==> src/rtl/config_shift_master_pkg.sv <==
// Shared configuration-chain definitions: chain field widths, power-on chain
// contents and the shift master's state encoding.
package config_shift_master_pkg;

    localparam int ClockConfigWidth = 4;
    localparam int SymCoeffsWidth   = 1;
    localparam int ChainLength      = ClockConfigWidth + SymCoeffsWidth;

    localparam logic [ClockConfigWidth-1:0] DefaultClockConfig = 4'hf;
    localparam logic [SymCoeffsWidth-1:0]   DefaultSymCoeffs   = 1'b1;

    typedef enum logic [1:0] {
        IDLE  = 2'd0,
        SHIFT = 2'd1,
        DONE  = 2'd2
    } state_e;

endpackage

==> src/rtl/config_shift_master.sv <==
// Serial master for the configuration shift chain: writes a word MSB first
// while capturing the old chain contents, or rotates the chain to read it.
module config_shift_master #(
    parameter int ChainLength = config_shift_master_pkg::ChainLength,
    parameter int StepCycles  = 1
) (
    input  logic                   clk,
    input  logic                   reset,
    input  logic                   loadValid,
    output logic                   loadReady,
    input  logic [ChainLength-1:0] loadData,
    input  logic                   rotate,
    output logic                   serialEn,
    output logic                   serialIn,
    input  logic                   serialOut,
    output logic                   busy,
    output logic                   readbackValid,
    output logic [ChainLength-1:0] readbackData
);
    import config_shift_master_pkg::*;

    localparam int StepCntWidth = $clog2(StepCycles + 1);
    localparam int BitCntWidth  = $clog2(ChainLength);

    state_e                   r_state;
    state_e                   w_state_next;
    logic [ChainLength-1:0]   r_tx;
    logic [ChainLength-1:0]   r_rx;
    logic [ChainLength-1:0]   r_rb;
    logic                     r_rot;
    logic                     r_en;
    logic                     r_rb_valid;
    logic [BitCntWidth-1:0]   r_bit_cnt;
    logic [StepCntWidth-1:0]  r_step_cnt;

    logic                     w_accept;
    logic                     w_last_pulse;
    logic                     w_step_wrap;
    logic [ChainLength-1:0]   w_rx_next;

    assign w_accept     = loadValid && (r_state == IDLE);
    assign w_last_pulse = r_en && (r_bit_cnt == BitCntWidth'(ChainLength - 1));
    assign w_step_wrap  = (r_step_cnt == StepCntWidth'(StepCycles - 1));
    // Sample the chain MSB before this pulse shifts it away.
    assign w_rx_next    = {r_rx[ChainLength-2:0], serialOut};

    always_comb begin
        w_state_next = r_state;
        loadReady    = 1'b0;
        busy         = 1'b0;
        case (r_state)
            IDLE: begin
                loadReady = 1'b1;
                if (w_accept) begin
                    w_state_next = SHIFT;
                end
            end
            SHIFT: begin
                busy = 1'b1;
                if (w_last_pulse) begin
                    w_state_next = DONE;
                end
            end
            DONE: begin
                busy         = 1'b1;
                w_state_next = IDLE;
            end
            default: begin
                w_state_next = IDLE;
            end
        endcase
    end

    always_ff @(posedge clk) begin
        if (reset) begin
            r_state    <= IDLE;
            r_tx       <= '0;
            r_rx       <= '0;
            r_rb       <= '0;
            r_rot      <= 1'b0;
            r_en       <= 1'b0;
            r_rb_valid <= 1'b0;
            r_bit_cnt  <= '0;
            r_step_cnt <= '0;
        end else begin
            r_state    <= w_state_next;
            r_en       <= 1'b0;
            r_rb_valid <= 1'b0;
            case (r_state)
                IDLE: begin
                    if (w_accept) begin
                        r_tx       <= loadData;
                        r_rot      <= rotate;
                        r_bit_cnt  <= '0;
                        r_step_cnt <= '0;
                        r_en       <= 1'b1;
                    end
                end
                SHIFT: begin
                    r_step_cnt <= w_step_wrap ? '0 : r_step_cnt + 1'b1;
                    if (r_en) begin
                        r_rx <= w_rx_next;
                        r_tx <= {r_tx[ChainLength-2:0], 1'b0};
                        if (!w_last_pulse) begin
                            r_bit_cnt <= r_bit_cnt + 1'b1;
                        end
                    end
                    // The final capture goes straight to the readback register.
                    if (w_last_pulse) begin
                        r_rb       <= w_rx_next;
                        r_rb_valid <= 1'b1;
                    end else if (w_step_wrap) begin
                        r_en <= 1'b1;
                    end
                end
                default: begin
                end
            endcase
        end
    end

    // Rotate mode loops the registered chain output straight back in.
    assign serialIn      = (r_rot && r_en) ? serialOut : r_tx[ChainLength-1];
    assign serialEn      = r_en;
    assign readbackValid = r_rb_valid;
    assign readbackData  = r_rb;

endmodule

==> config.mk <==
export PLATFORM = sky130hd
export DESIGN_NAME = config_shift_master
export DESIGN_NICKNAME = d
export VERILOG_FILES = /design/src/rtl/config_shift_master_pkg.sv /design/src/rtl/config_shift_master.sv
export SDC_FILE = /design/constraint.sdc
export NUM_CORES = 1
export LEC_CHECK = 0
export CAP_MARGIN = 20
export CORE_MARGIN = 2
export CORE_UTILIZATION = 49
export CTS_CLUSTER_DIAMETER = 80
export DETAILED_ROUTE_END_ITERATION = 7
export PLACE_DENSITY_LB_ADDON = 0.05
export SLEW_MARGIN = 20
export SYNTH_ARGS = -nofsm -noshare
export SYNTH_HDL_FRONTEND = slang
export SYNTH_SLANG_ARGS = --single-unit
==> constraint.sdc <==
create_clock -name clk -period 2 [get_ports clk]
set_input_delay 0.2 -clock clk [delete_from_list [all_inputs] [get_ports clk]]
set_output_delay 0.2 -clock clk [all_outputs]
set_load 0.01 [all_outputs]
==> results.md, run 1 <==
Run status:
- The run finished with clean final reports.

Critical path:
- On the critical path the largest part of the delay comes from buffers and inverters.
- On the worst path, the slowest cell contributes a delay of 0.59 ns.
- The startpoint kind of the worst setup timing path is a flop.
- The worst-path maximum fanout is 8.
- The critical path goes through inv_1 > ha_1 > clkdlybuf4s50_1.
- The slowest cell on the critical path is sky130_fd_sc_hd__clkdlybuf4s50_1.
- Measured in cells, the most critical reg-to-reg path has a length of 5.
- The startpoint identified for the worst register-to-register timing path is r_state[0]$_SDFFE_PP0P_.
- The buffer and inverter count on the worst path is 2.
- The arrival time at the worst endpoint is 1.69 ns.
- The type of element capturing the critical path is an output pin.
- The capturing point of the worst reg2reg path is r_bit_cnt[2]$_SDFFE_PP0P_.
- The setup slack of the worst register-to-register path is 0.23 ns.
- At the worst endpoint, the required time is 1.80 ns.
- The startpoint-to-endpoint class of the critical path is reg -> out.

Clocking:
- CTS built an H-tree with a depth of 1.
- The total number of clock tree sinks is 22.
- No sink is reached through more buffers than the 2 on the longest clock path.
- The clock reaches the later pin of the worst-skew pair after 0.32 ns.
- In this run, post-CTS hold repair placed 0 buffers.
- TritonCTS built the clock tree.
- Counting the buffers created by CTS gives 3.
- The root buffer cell is sky130_fd_sc_hd__clkbuf_4.
- The number of setup buffers added after CTS is 0.
- The clock transition time at the flip-flop clock pins of the worst setup and hold paths is 0.13 ns.
- The number of gates resized after CTS is 0.

Yosys:
- In this run the mean area of a mapped cell was 8.80 µm².
- The main flop type after synthesis is sky130_fd_sc_hd__dfxtp_1.
- Summed over its instances, the top area cell type makes up 42.8% of the synthesized netlist area.
- After synthesis, the cell types taking the most area are sky130_fd_sc_hd__dfxtp_1 43%, sky130_fd_sc_hd__a21oi_1 8.3%, sky130_fd_sc_hd__ha_1 7.3%, sky130_fd_sc_hd__nand2_1 7.3%, sky130_fd_sc_hd__mux2i_1 6.8%.
- The number of distinct library cell variants in the gate-level netlist after synthesis is 26.
- Yosys instantiated no cell more often than sky130_fd_sc_hd__dfxtp_1.
- The synthesized design contains 22 register bits.
- During synthesis, Yosys emitted a total of 0 warnings.
- Sequential cells were found to cover 42.8% of the synthesized design area.
- sky130_fd_sc_hd__dfxtp_1 takes more of the synthesized area than any other cell.
- The commonest cells after synthesis are 22 x sky130_fd_sc_hd__dfxtp_1, 20 x sky130_fd_sc_hd__nand2_1, 17 x sky130_fd_sc_hd__a21oi_1.
- Summing every instance area after synthesis gives 1030 µm².
- Yosys mapped a number of flops with a built-in enable equal to 0.
- The post-synthesis net count is 133.
- Synthesis handed over a netlist of 117 instances.
- For this run, asynchronously set or reset flops after synthesis account for 0%.

STA:
- The final count of pins violating max slew was 0.
- The worst path uses 94.5% of the clock period.
- The final-layout setup total negative slack is 0 ns.
- Across the routed clock network, the largest skew measured is 0.00546 ns.
- Setup violations remaining at the end of the flow were counted as 0.
- The number of failing hold endpoints at the final stage is 0.
- Counting I/O delays and the setup requirement, the final critical path takes 1.89 ns.
- The fmax is 529 MHz.
- On the final layout, the worst hold slack is 0.428 ns.
- The worst relative slew slack is 60.9%.
- Setup repair after global routing left no endpoint under its margin.
- At the pin with the least slew margin, the transition time is 0.585 ns.

Placed design:
- Routability-driven placement finished with a final weighted congestion of 0.781.
- Detailed placement finished with a half-perimeter wire length of 1560 µm.
- The quantity of I/O buffers inserted on ports is 19.
- Once placement completed, the tool counted placed cells totaling 160.

GRT:
- Entering global routing, the biggest net connects 19 pins.
- The first global-routing pass estimated 3640 µm of wire.
- The initial antenna violation count is 0.
- The number of global-route vias before repair is 844.
- The all-layer global routing usage is 18.9%.
- After global routing the overflow that remains totals 0.
- The met3 routing resource usage after global routing is 4.55%.
- The most congested layer reported by global routing is met2.
- For this run, global-route usage on met2 was measured as 34.4%.
- The fraction of met1 tracks used by global routing is 22.1%.

Floorplan:
- The die covers 2480 µm².
- Once the floorplan was initialized, standard cells occupied 52.0% of the core.
- Measured along the x axis, the die boundary spans 49.8 µm.
- The height of the chip is 49.8 µm.
- 20 I/O pins were placed.
- In this run the standard cell core region covers 1980 µm².
- The number of cell rows is 16.

Layout:
- For this run, the number of standard cells in the final layout without fillers is 164.
- The growth of design area from synthesis to finish is 26.7%.
- The area of the multi-input gates is 536 µm².
- Across the whole layout, storage elements account for 440 µm².
- The final-stage net count is 154.
- 0 antenna diodes ended up in the layout.
- The fraction of layout instances using a drive strength above 1 is 8.03%.
- The fill cell total of the finished layout is 174.

Flow run:
- The count of max-cap constraint violations is 0.

Route:
- For this run, design rule violations remaining after detail routing come to 0.
- The average wire length per cell after detail routing is 12.6 µm.
- Using the TritonRoute via totals, the vias-per-cell ratio works out to 5.36.
- The remaining antenna violation count after routing is 0.
- The number of DRC markers in iteration 0 is 13.
- The overall via count from detail_route is 879.
- The wire length after detailed routing is 2070 µm.
- The detailed-routing iteration count for the pre-antenna-repair pass is 4.

Power and ir drop:
- The leakage component of the power is 0.000462 µW.
- The register share of total power is 36.8%.
- In this run, the combinational gates consume 39.8% of the power.
- The analysis attributes to net switching a power of 496 µW.
- The switching share of power is 33.7%.
- Power spread over the standard cell area amounts to 1130 nW/µm².
- The maximum vdd drop is 1.18 mV.
- Internal power comes to 976 µW.
- The proportion of power drawn by the clock network is 23.4%.
- Overall power consumption after layout is estimated at 1470 µW.

Hold path:
- The worst hold path stage count is 3.
- The startpoint identified for the worst hold timing path is rotate.
- The type of the tightest min-delay check is in -> reg.
- The endpoint with the worst hold slack is r_rot$_SDFFE_PP0P_.
[cells by family (layout without fill, tap and decap cells)]
kind of cell / count (synthesis) / in the layout / share of synthesized area, %
fa+ha+maj: 6 / 6 / 7.29
mux: 9 / 9 / 8.99
compound gates: 27 / 27 / 16.0
simple gates: 41 / 41 / 19.7
flops: 22 / 22 / 42.8
buf+inv: 12 / 32 / 5.22
[state kept, by name (all words and copies together) (netlist names)]
name and count:
r_tx 5, r_state 2, readbackValid 1, r_bit_cnt 3, serialEn 1, r_rx 4
readbackData 5, r_rot 1
[metrics by stage]
| step | cell area (µm²) | worst slack (ns) | util, % |
|---|---|---|---|
| finish | 1310 | 0.109 | 65.8 |
| CTS | 1310 | 0.102 | 65.8 |
| floorplan | 1030 | 0.391 | - |
| global route | 1310 | 0.0333 | 65.8 |
| detailed placement | 1250 | 0.264 | 63.2 |
| global placement | 1250 | 0.321 | 63.2 |
[cells in the final DEF (no fill, tap or decap), drive strengths merged]
| cell type | synthesis | routed |
|---|---|---|
| dfxtp | 22 | 22 |
| nand2 | 20 | 20 |
| clkdlybuf4s50 | 0 | 19 |
| a21oi | 17 | 17 |
| mux2i | 7 | 7 |
| nand2b | 6 | 6 |
| nand3 | 6 | 6 |
| ha | 6 | 6 |
| buf | 2 | 5 |
| inv | 4 | 4 |
| a311oi | 4 | 4 |
| clkbuf | 6 | 3 |
| mux2 | 2 | 2 |
| o31ai | 2 | 2 |
| nand4 | 2 | 2 |
| nor2b | 1 | 1 |
| and4 | 1 | 1 |
| nand3b | 1 | 1 |
| or4 | 1 | 1 |
| a31oi | 1 | 1 |
| nor3 | 1 | 1 |
| o32ai | 1 | 1 |
| a311o | 1 | 1 |
| o21ai | 1 | 1 |
| nand4b | 1 | 1 |
| nor2 | 1 | 1 |
| bufinv | 0 | 1 |
[power by group through the flow]
stage | clock network (µW) | logic (µW) | registers (µW)
after global placement | 0 | 570 | 548
after detailed placement | 0 | 587 | 550
after floorplan | 0 | 405 | 546
after global routing | 368 | 649 | 549
after CTS | 352 | 590 | 541
final | 345 | 586 | 541
[worst max path at each step]
stage / endpoint / depth (start not counted) / start / slack [ns]
global placement: r_bit_cnt[2]$_SDFFE_PP0P_ / 5 / r_state[0]$_SDFFE_PP0P_ / 0.32
finish: loadReady / 3 / r_state[1]$_SDFFE_PP0P_ / 0.11
floorplan: r_bit_cnt[2]$_SDFFE_PP0P_ / 5 / r_state[0]$_SDFFE_PP0P_ / 0.39
global route: loadReady / 3 / r_state[1]$_SDFFE_PP0P_ / 0.03
CTS: loadReady / 3 / r_state[1]$_SDFFE_PP0P_ / 0.10
detailed placement: r_bit_cnt[2]$_SDFFE_PP0P_ / 5 / r_state[0]$_SDFFE_PP0P_ / 0.26
[area by class of cell]
class,count,share of cell area [%]
Clock buffer,3,1.73
Clock inverter,1,2.30
Multi-Input combinational cell,83,41.0
Sequential cell,22,33.7
Timing Repair Buffer,24,17.4
Inverter,4,1.15
Tap cell,27,2.59
[layer usage]
layer / vias up / share of wire, % / wire length, µm
li1: 453 / - / -
met1: 407 / 46 / 952
met2: 16 / 50 / 1030
met3: 3 / 3.4 / 70
met4: 0 / 0.92 / 19
met5: - / 0 / 0
[worst min-delay path, cell delays in order]
cell	delay (ns)
sky130_fd_sc_hd__clkdlybuf4s50_1	0.40
sky130_fd_sc_hd__nand3_1	0.07
sky130_fd_sc_hd__a21oi_1	0.05
No activity file was read; power rests on OpenSTA's default activity.
==> run 2, diff against run 1 <==
==> constraint.sdc (replaced) <==
create_clock -name clk -period 2 [get_ports clk]
set_input_delay 0.4 -clock clk [delete_from_list [all_inputs] [get_ports clk]]
set_output_delay 0.4 -clock clk [all_outputs]
set_load 0.01 [all_outputs]
==> run 2 against run 1 <==
Die area unchanged. Sequential share of layout area down 0.51 points. Largest cell class unchanged. Final cell count rose by 1.2%. First-iteration DRC count up 92%. Critical path depth unchanged. Clock skew about the same.
==> results.md, run 2 (synthesized netlist as in run 1, its figures left out) <==
Run status:
- The flow ran to the end, and the final reports show no timing, DRC or antenna violations.

Clocking:
- The clock transition time at the flip-flop clock pins of the worst setup and hold paths was 0.13 ns (about the same).
- The total number of clock tree sinks is 22 (unchanged).
- The clock buffer count from CTS is 3 (unchanged).
- The clock tree from TritonCTS is yes.
- The total number of H-tree levels is 1 (unchanged).
- CTS placed an instance of sky130_fd_sc_hd__clkbuf_4 at the clock tree root.
- The largest buffer count on any clock path was 2 (unchanged).
- The clock network latency to the later pin of the worst-skew pair is 0.30 ns (-0.02 ns).

Power and ir drop:
- The cell-internal power is 998 µW (+2.3%).
- The total power per unit cell area came to 1110 nW/µm² (-1.4%).
- The proportion of power drawn by the clock network is 22.7% (-0.7 points).
- The maximum vdd drop came to 0.705 mV (-40%).
- The total chip power is 1490 µW (+0.98%).
- The portion of total power attributed to combinational logic is 40.7% (+0.9 points).
- The switching share of power came to 32.8% (-0.86 points).
- The leakage component of the power is 0.000474 µW (+2.5%).
- The net switching power of the design is 488 µW (-1.6%).
- The register share of total power came to 36.6% (-0.2 points).

GRT:
- The remaining global-route overflow is 0 (unchanged).
- The maximum number of pins on one net before global-route repair came to 14 (-5).
- The wire length of the first global-routing pass is 3370 µm (-7.4%).
- The number of global-route vias before repair was 784 (-7.1%).
- The all-layer global routing usage came to 17.3% (-1.6 points).
- The initial antenna violation count is 0 (unchanged).

Floorplan:
- The core area is 1980 µm² (unchanged).
- The number of cell rows is 16 (unchanged).
- The die width is 49.8 µm (unchanged).
- The starting utilization of the core area was 52.0% (unchanged).
- The height of the chip came to 49.8 µm (unchanged).
- The full die area came to 2480 µm² (unchanged).
- The number of placed I/O pins is 20 (unchanged).

Route:
- The detail-routed via count per cell came to 5.39 (+0.59%).
- The number of DRC markers in iteration 0 is 25 (+12).
- The average wire length per cell after detail routing is 11.8 µm (-6.1%).
- The overall via count from detail_route is 895 (+1.8%).
- The remaining antenna violation count after routing is 0 (unchanged).
- The remaining routing DRC violations came to 0 (unchanged).
- The wire length after detailed routing came to 1960 µm (-4.9%).
- The detailed-routing iteration count for the pre-antenna-repair pass came to 4 (unchanged).

Critical path:
- The data required time of the worst path is 1.60 ns (-0.20 ns).
- The arrival time at the worst endpoint is 1.55 ns (-0.14 ns).
- The slowest cell on the critical path is sky130_fd_sc_hd__clkdlybuf4s50_1.
- The startpoint-to-endpoint class of the critical path is in -> out.
- The largest incremental delay on the critical path came to 0.48 ns (-0.11 ns).
- STA classifies the critical path startpoint as an input port.
- STA classifies the critical path endpoint as an output pin.
- The worst-path maximum fanout is 2 (-6).
- The most prevalent standard cell on the critical path is sky130_fd_sc_hd__clkdlybuf4s50_1.
- The signal on the critical path passes through clkdlybuf4s50_1 > mux2_2 > clkdlybuf4s50_1.

Layout:
- Leaving out fill and tap cells, the most frequent cell in the layout is sky130_fd_sc_hd__dfxtp_1.
- The fraction of layout instances using a drive strength above 1 is 11.5% (+3.5 points).
- The summed area of non-filler cells in the final layout is 1340 µm² (+2.4%).
- In the layout the commonest cells are 21 x sky130_fd_sc_hd__dfxtp_1, 20 x sky130_fd_sc_hd__nand2_1, 19 x sky130_fd_sc_hd__clkdlybuf4s50_1.
- Relative to the synthesized area, the layout overhead comes to 29.8%.
- The final-stage net count is 156 (+1.3%).
- The count of antenna diodes in the layout is 0 (unchanged).

Placed design:
- The detailed-placement wirelength estimate is 1470 µm (-5.4%).
- The final estimated routing congestion in global placement is 0.827 (+5.8%).
- The area after detailed placement was 1270 µm² (+1.2%).
- The quantity of I/O buffers inserted on ports was 19 (unchanged).

STA:
- The maximum clock skew at final layout came to 0.00591 ns (+0.000453 ns).
- The final-layout setup total negative slack was 0 ns (unchanged).
- Setup repair after global routing left no endpoint under its margin.
- The number of failing hold endpoints at the final stage was 0 (unchanged).
- The fmax is 512 MHz (-3.3%).
- The transition time of the tightest slew-check pin is 0.362 ns (-0.223 ns).
- The share of the cycle needed by the critical path after routing is 97.7% (+3.2 points).
- The worst relative slew slack is 75.9% (+15 points).
- The final-report setup violation count was 0 (unchanged).
- The final count of pins violating max slew is 0 (unchanged).
- The shortest period the worst path allows is 1.95 ns (+0.0638 ns).

Flow run:
- The count of max-cap constraint violations is 0 (unchanged).

Hold path:
- The path class of the tightest hold or removal check is reg -> reg.
## run 2: final timing paths
kind / from / to / slack, ns / cells past startpoint
max: serialOut / serialIn / 0.05 / 3
min: readbackData[0]$_SDFFE_PP0P_ / readbackData[0]$_SDFFE_PP0P_ / 0.46 / 2
max reg2reg: r_state[1]$_SDFFE_PP0P_ / r_bit_cnt[0]$_SDFFE_PP0P_ / 0.34 / 5
min reg2reg: readbackData[0]$_SDFFE_PP0P_ / readbackData[0]$_SDFFE_PP0P_ / 0.46 / 2
## run 2: through the flow
stage | worst slack [ns] | hold WS, ns | std cells | util, %
global route | 0.00253 | 0.477 | 166 | 67.4
floorplan | 0.391 | 0.432 | 117 | -
CTS | 0.0299 | 0.466 | 166 | 67.3
finish | 0.0455 | 0.464 | 166 | 67.4
global placement | 0.0445 | 0.440 | 162 | 64.0
detailed placement | 0.0478 | 0.448 | 162 | 64.0
## run 2: critical path, delay by kind of cell
| kind | cells | cell delay, ns |
|---|---|---|
| muxes | 1 | 0.26 |
| buffers and inverters | 2 | 0.90 |
## run 2: repair_timing
item | 4_1_cts | 5_1_grt
hold buffers | 0 | 0
resized for setup | 3 | 2
setup buffers | 0 | 0
endpoints found under the setup margin | 2 | 2
## run 2: metal layers
metal	vias to the layer above	track usage [%]	wire length (µm)
met5	-	0	0
met4	0	4.17	0
met3	0	2.73	55
met2	18	30.4	967
met1	416	21.9	941
li1	461	-	-
## run 2: power groups by stage
stage | clock network [µW] | logic [µW] | registers (µW)
2_1_floorplan | 0 | 405 | 546
3_3_place_gp | 0 | 576 | 548
3_5_place_dp | 0 | 578 | 551
4_1_cts | 348 | 607 | 542
5_1_grt | 354 | 666 | 554
6_report | 337 | 605 | 545
## run 2: final cells by class
| type | count | area (µm²) |
|---|---|---|
| clock buffers | 3 | 22.5 |
| clock inverters | 1 | 30.0 |
| fillers | 164 | 646 |
| inverters | 4 | 15.0 |
| multi-input cells | 83 | 548 |
| flip-flops and latches | 22 | 444 |
| well taps | 27 | 33.8 |
| repair buffers | 26 | 243 |
